[src/rtl/dct_2d_sched.sv]
// Sequencer that shares one 1-D DCT engine across the row and column passes of an 8x8 2-D DCT.
// Pass-0 results are captured into a transpose buffer. Pass-1 results are written back to it and drained.
module dct_2d_sched #(
  parameter int unsigned SIZE    = 8,
  parameter int unsigned ENG_IN  = 11,
  parameter int unsigned ENG_OUT = 14,
  parameter int unsigned LAT     = 4,
  parameter int unsigned SHIFT   = 2
) (
  input  logic                 clk,
  input  logic                 rst,
  input  logic                 in_valid,
  output logic                 in_ready,
  input  logic [8*SIZE-1:0]    in_data,
  input  logic                 approx_en,
  output logic                 eng_valid,
  output logic [8*ENG_IN-1:0]  eng_in,
  output logic                 eng_approx_en,
  input  logic [8*ENG_OUT-1:0] eng_out,
  output logic                 out_valid,
  input  logic                 out_ready,
  output logic [8*ENG_OUT-1:0] out_data,
  output logic                 busy
);

  typedef enum logic [2:0] {StLoad, StRowWait, StColIssue, StColWait, StDrain} state_e;

  localparam logic signed [ENG_OUT-1:0] SatMax = ENG_OUT'((1 << (ENG_IN - 1)) - 1);
  localparam logic signed [ENG_OUT-1:0] SatMin = ~SatMax;

  state_e              state_q, state_d;
  logic [2:0]          row_cnt_q, row_cnt_d;
  logic [2:0]          col_cnt_q, col_cnt_d;
  logic [2:0]          drain_cnt_q, drain_cnt_d;
  // Bit 3 selects the pass: captures 0..7 are rows, 8..15 are columns.
  logic [3:0]          cap_cnt_q;
  logic [LAT-1:0]      vsr_q;
  logic                eng_valid_q, eng_valid_d;
  logic [8*ENG_IN-1:0] eng_in_q, eng_in_d;
  logic                approx_q, approx_d;
  logic                cap_en;
  logic [ENG_OUT-1:0]  mem_q [8][8];

  function automatic logic [ENG_IN-1:0] sat_shift(input logic [ENG_OUT-1:0] v);
    logic signed [ENG_OUT-1:0] s;
    s = $signed(v) >>> SHIFT;
    if (s > SatMax) s = SatMax;
    else if (s < SatMin) s = SatMin;
    return s[ENG_IN-1:0];
  endfunction

  assign cap_en        = vsr_q[LAT-1];
  assign in_ready      = (state_q == StLoad);
  assign out_valid     = (state_q == StDrain);
  assign busy          = !((state_q == StLoad) && (row_cnt_q == 3'd0));
  assign eng_valid     = eng_valid_q;
  assign eng_in        = eng_in_q;
  assign eng_approx_en = approx_q;

  always_comb begin
    state_d     = state_q;
    row_cnt_d   = row_cnt_q;
    col_cnt_d   = col_cnt_q;
    drain_cnt_d = drain_cnt_q;
    eng_valid_d = 1'b0;
    eng_in_d    = eng_in_q;
    approx_d    = approx_q;
    unique case (state_q)
      StLoad: begin
        if (in_valid) begin
          eng_valid_d = 1'b1;
          for (int i = 0; i < 8; i++) begin
            eng_in_d[i*ENG_IN +: ENG_IN] = ENG_IN'($signed(in_data[i*SIZE +: SIZE]));
          end
          if (row_cnt_q == 3'd0) approx_d = approx_en;
          row_cnt_d = row_cnt_q + 3'd1;
          if (row_cnt_q == 3'd7) state_d = StRowWait;
        end
      end
      StRowWait: begin
        if (cap_en && (cap_cnt_q == 4'd7)) state_d = StColIssue;
      end
      StColIssue: begin
        eng_valid_d = 1'b1;
        for (int r = 0; r < 8; r++) begin
          eng_in_d[r*ENG_IN +: ENG_IN] = sat_shift(mem_q[r][col_cnt_q]);
        end
        col_cnt_d = col_cnt_q + 3'd1;
        if (col_cnt_q == 3'd7) state_d = StColWait;
      end
      StColWait: begin
        if (cap_en && (cap_cnt_q == 4'd15)) state_d = StDrain;
      end
      StDrain: begin
        if (out_ready) begin
          drain_cnt_d = drain_cnt_q + 3'd1;
          if (drain_cnt_q == 3'd7) state_d = StLoad;
        end
      end
      default: state_d = StLoad;
    endcase
  end

  always_comb begin
    out_data = '0;
    for (int c = 0; c < 8; c++) begin
      out_data[c*ENG_OUT +: ENG_OUT] = mem_q[drain_cnt_q][c];
    end
  end

  always_ff @(posedge clk) begin
    if (rst) begin
      state_q     <= StLoad;
      row_cnt_q   <= 3'd0;
      col_cnt_q   <= 3'd0;
      drain_cnt_q <= 3'd0;
      cap_cnt_q   <= 4'd0;
      vsr_q       <= '0;
      eng_valid_q <= 1'b0;
      eng_in_q    <= '0;
      approx_q    <= 1'b0;
    end else begin
      state_q     <= state_d;
      row_cnt_q   <= row_cnt_d;
      col_cnt_q   <= col_cnt_d;
      drain_cnt_q <= drain_cnt_d;
      vsr_q       <= (vsr_q << 1) | LAT'(eng_valid_q);
      eng_valid_q <= eng_valid_d;
      eng_in_q    <= eng_in_d;
      approx_q    <= approx_d;
      if (cap_en) cap_cnt_q <= cap_cnt_q + 4'd1;
    end
  end

  // Buffer contents need no reset; stale data is always overwritten before use.
  always_ff @(posedge clk) begin
    if (cap_en) begin
      for (int i = 0; i < 8; i++) begin
        if (!cap_cnt_q[3]) mem_q[cap_cnt_q[2:0]][i] <= eng_out[i*ENG_OUT +: ENG_OUT];
        else               mem_q[i][cap_cnt_q[2:0]] <= eng_out[i*ENG_OUT +: ENG_OUT];
      end
    end
  end

endmodule
[config.mk]
export PLATFORM = sky130hd
export DESIGN_NAME = dct_2d_sched
export DESIGN_NICKNAME = d
export VERILOG_FILES = /design/src/rtl/dct_2d_sched.sv
export SDC_FILE = /design/constraint.sdc
export NUM_CORES = 2
export LEC_CHECK = 0
export ABC_AREA = 1
export CAP_MARGIN = 20
export CORE_UTILIZATION = 30
export DETAILED_ROUTE_END_ITERATION = 10
export PLACE_DENSITY = 0.43
export SLEW_MARGIN = 20
export SYNTH_ARGS = -nofsm -noshare
export SYNTH_HDL_FRONTEND = slang
export SYNTH_SLANG_ARGS = --single-unit
export TNS_END_PERCENT = 30
[constraint.sdc]
create_clock -name clk -period 3 [get_ports clk]
set_clock_uncertainty 0.1 [all_clocks]
set_input_delay 0.9 -clock clk [delete_from_list [all_inputs] [get_ports clk]]
set_output_delay 0.9 -clock clk [all_outputs]
set_load 0.01 [all_outputs]
* Word level (Yosys, flattened, before mapping) *
Memories as Yosys holds them, arrays and structs flattened. A register that Yosys moved wholly into a read port is not among the register bits.
Cells that the tools add are included.

word-level totals
  memories kept = 1
  output and inout port bits = 205
  RAM bits = 896
  input bits = 181
  bits in latches = 0
  logic and storage cells = 131
  flip-flop bits (word level) = 110
  ROM bits = 0

operators by class
  $mul = 0
  bitwise operators = 3
  reduce and logical (&&, ||, !) cells = 14
  equality and inequality tests = 16
  $lt $le $gt $ge = 19
  divide/modulo/power cells = 0
  add/subtract/negate cells = 4
  shift-type cells = 0
  muxes and demuxes = 65

memories
  memory  depth  width  read ports  clocked after Yosys merged registers in  write ports  line  text
  mem_q   8      112    9           1                                        8            42    logic [ENG_OUT-1:0] mem_q [8][8];

operators with widths
  cell                    number
  $bmux W14 S3            8
  $mux W112               3
  $mux W14                17
  $mux W11                16
  $pmux W88 S2            1
  $reduce_or A112 Y1      1
  $gt A12 B11 Y1 const B  8
  $lt A12 B11 Y1 const B  8
  $mux W88                1
  $demux W14 S3           1
  $mux W3                 10
  $pmux W3 S5             1
  $eq A3 B3 Y1 const B    4
  $add A3 B1 Y3 const B   3
  $ge A4 B4 Y1 const B    2
  $ne A2 B2 Y1 const B    4
  $not A3 Y4              2
  $reduce_and A7 Y1       1
  $eq A3 B2 Y1 const B    2
  $logic_not A3 Y1        2
  $mux W1                 6
  $ne A2 B1 Y1 const B    3
  $reduce_and A2 Y1       3
  $add A4 B1 Y4 const B   1
  other kinds (10)        13

* Logic depth before layout (Yosys ltp) *
  depth in word-level cells = 8
  gate-level depth with buffers = 13
  mapped depth without buffers = 10

* Worst setup path after synthesis *
No wires, ideal clock.

  kind = flip-flop to flip-flop
  start point = register cap_cnt_q[0]
  end point = memory mem_q[0][84] (netlist bit), enable pin
  path buffers = 2
  setup slack = 405 ps
  period minus slack after synthesis = 2595 ps
  cell stages (with the launch flop) = 7
  data arrival time = 2134 ps
  required time = 2539 ps
  setup time = 361 ps
  cell sequence = dfxtp_1 > nand2_1 > nor2_1 > nand2_1 > clkbuf_1 > clkbuf_1 > nand2_1

RTL lines
  item                    line  text
  from (decl)             36    logic [3:0] cap_cnt_q;
  from (signal assigned)  131   if (cap_en) cap_cnt_q <= cap_cnt_q + 4'd1;
  to (decl)               42

==> impl_metrics.yaml <==
outcome:
  status: "finished with violations"
  failed_checks: "DRC, setup timing"
routing:
  wl_um: 325000
  via_per_inst: 5.75
  wl_per_cell_um: 34.8
  drt_iter0_markers: 7365
  dr.pass1.iters: 9
  antenna_left: 0
  drc: 2
  vias: 53700
global_routing:
  overflow: 0
  antenna_found_initial: 10
  grt_pass1_wl_um: 428000
  grt_max_degree: 120
  grtUsageTotal: 0.357
  grt_pass1_vias: 49600
logic_synthesis:
  synth_nets: 6408
  synth.distinct_cells: 28
  synth_flop_cell: "edfxtp_1"
  ys_async_sr_fraction: 0
  synthTopCellsByArea: "edfxtp_1 51%, o21ai_0 13%, nand2_1 10%"
  netlist_instances: 6219
  yosys_warnings: 0
  synth_top_cell_by_area: "edfxtp_1"
  synth.most_common_cell: "nand2_1"
  synth_seq_cells: 1009
  synth_edf_count: 896
  synth_common_cells: "1396 x nand2_1, 1344 x o21ai_0, 896 x edfxtp_1, 718 x nor2_1, 493 x nand3_1"
  netlist_area_mm2: 0.0525
  synth_top_area_frac: 0.512
  yosysSeqAreaShare: 0.556
  avgSynthCellArea_um2: 8.44
critical_path:
  crit_fanout: 8
  critPathCaptureType: "output port"
  reg2reg_slack_ps: 100
  path_class: "register to output port"
  slowest_delay_ps: 390
  crit_arrival_ps: 2740
  worstReg2RegStart: "col_cnt_q[0]$_SDFFE_PP0P_"
  start_kind: "register"
  path_cells: "buf_12, inv_16, buf_16, buf_8, a21oi_1, o21ai_0, nand2_1, nor2_1, a31oi_2, buf_6, buf_6"
  crit_top_cell: "buf_6"
  r2r_cells: 8
  crit_required_ps: 2000
  cp_slowest_cell: "dfxtp_4"
  r2r_end: "eng_in[6]$_SDFFE_PP0P_"
sta:
  tns_ps: -67060
  setup_ws_ps: -744
  rsz0062_at_grt: "true"
  fmax_mhz: 267
  hold_viol: 0
  report.final.slew_viol_count: 0
  timing.final.crit_share: 1.25
  worstMarginPinSlew_ps: 849
  setup_viol: 112
  min_period_ps: 3740
  slew_headroom: 0.433
min_path:
  whs_path_depth: 2
  min_to: "vsr_q[1]$_SDFF_PP0_"
  min_from: "vsr_q[0]$_SDFF_PP0_"
  hold_path.class: "register to register"
clocking:
  clockRootBuffer: "clkbuf_16"
  cts_sinks: 1009
  numCtsBuffers: 131
  h-tree-depth: 4
  path_clk_slew_ps: 60
  cts_tree: "done"
  clkLatencyLatePin_ps: 800
  clock_path_buffers: 3
die:
  die_h_um: 420
  die_area_mm2: 0.177
  die_w_um: 420
  fp-row-count: 153
  start_util: 0.302
  coreArea_mm2: 0.174
  io-pin-count: 386
cells_and_area:
  final_nets: 7099
  area_growth_pct: 33.1
  multi_input_area_mm2: 0.0213
  finalNonFillerCells: 9342
  fin_area_mm2: 0.0699
  layout-drive-gt1-share: 0.165
  fillers: 17700
  utilization: 0.402
  regArea_mm2: 0.0292
place:
  dp_worst_setup_slack_ps: -734
  dp.cells: 8997
  dp_hpwl_um: 230000
  place_area_mm2: 0.0628
  gp_congestion: 0.986
  port_buffers: 385
power:
  leakage_nw: 27.1
  vdd_ir_drop_max_mv: 0.395
  power.density_mw_per_mm2: 462
flow_run:
  cap_violations: 0
==> area by class of cell <==
class | count | share of cell area
flip-flops and latches | 1009 | 0.418
well taps | 2325 | 0.0416
clock inverters | 65 | 0.00544
multi-input cells | 4452 | 0.305
repair inverters | 2 | 0.000573
repair buffers | 1020 | 0.161
inverters | 294 | 0.0168
diodes | 10 | 0.000358
clock buffers | 165 | 0.0506
==> per-stage QoR <==
stage,hold slack (ps),power (mW)
CTS,316,32.3
global route,355,32.9
detailed placement,299,17.6
floorplan,288,16.3
global placement,307,17.6
finish,315,32.3
==> cell families (layout without fill, tap and decap cells) <==
| group | Yosys count | after routing | share of synthesized area |
|---|---|---|---|
| simple gates | 2615 | 2615 | 0.199 |
| compound gates | 1828 | 1828 | 0.185 |
| flops | 1009 | 1009 | 0.556 |
| buf+inv | 758 | 1546 | 0.0584 |
| fa+ha+maj | 8 | 8 | 0.00191 |
| xor+xnor | 1 | 1 | 0.000167 |
| other cells | 0 | 10 | 0 |
==> timing repair <==
action | 4_1_cts | 5_1_grt
hold buffers | 0 | 0
pin swaps | 75 | 97
setup endpoints to repair | 115 | 115
hold endpoints to repair | 0 | 0
setup buffers | 42 | 40
resized for setup | 574 | 418
gates cloned | 29 | 13
==> cell usage in the layout (no fill, tap or decap), drive strengths merged, types with 3 or more instances in the layout <==
| cell | synthesis | layout |
|---|---|---|
| nand2 | 1396 | 1396 |
| o21ai | 1365 | 1365 |
| edfxtp | 896 | 896 |
| nor2 | 722 | 722 |
| buf | 184 | 720 |
| nand3 | 493 | 493 |
| inv | 292 | 298 |
| clkdlybuf4s50 | 0 | 269 |
| clkbuf | 280 | 179 |
| a21oi | 168 | 168 |
| a31oi | 119 | 119 |
| dfxtp | 113 | 113 |
| o22ai | 96 | 96 |
| o21a | 80 | 80 |
| clkinv | 2 | 61 |
| diode | 0 | 10 |
| bufbuf | 0 | 10 |
| ha | 8 | 8 |
| nor3 | 3 | 3 |
| dlymetal6s2s | 0 | 3 |
==> critical path: cells and delay by family, from the launching register on <==
family                 cells  cell delay [ps]
buffers and inverters      6              920
AO/OA/AOI/OAI              3              480
AND/OR/NAND/NOR            2              120
flip-flops                 1              390
==> power breakdown <==
part / switching, mW / total, mW / internal (mW)
clock network: 6.60 / 14.9 / 8.34
registers: 0.0495 / 15.4 / 15.4
logic: 1.27 / 1.91 / 0.647
==> routing by layer <==
metal,vias to the layer above,GRT usage,routed length (µm)
met3,716,0.0862,34100
met5,-,0.00611,204
met2,3399,0.530,138000
li1,23000,-,-
met1,26600,0.454,125000
met4,10,0.252,27700
==> worst max-delay path by stage <==
stage                                          from                      to  slack [ps]
after floorplan           cap_cnt_q[0]$_SDFFE_PP0P_  mem_q[0][84]$_DFFE_PP_         410
after global placement                     register           out_data[105]        -760
after detailed placement                   register           out_data[105]        -730
after CTS                                  register            out_data[16]        -800
after global routing                       register            out_data[98]        -750
final                                      register            out_data[54]        -740
==> flip-flops by register name, summed over array words and instances, names as in the netlist, 3 cells and up, named ones only <==
name	count
mem_q	896
col_cnt_q	3
vsr_q	4
row_cnt_q	3
eng_in	88
state_q	3
cap_cnt_q	4
drain_cnt_q	3
Power figures use the tool's default switching activity.
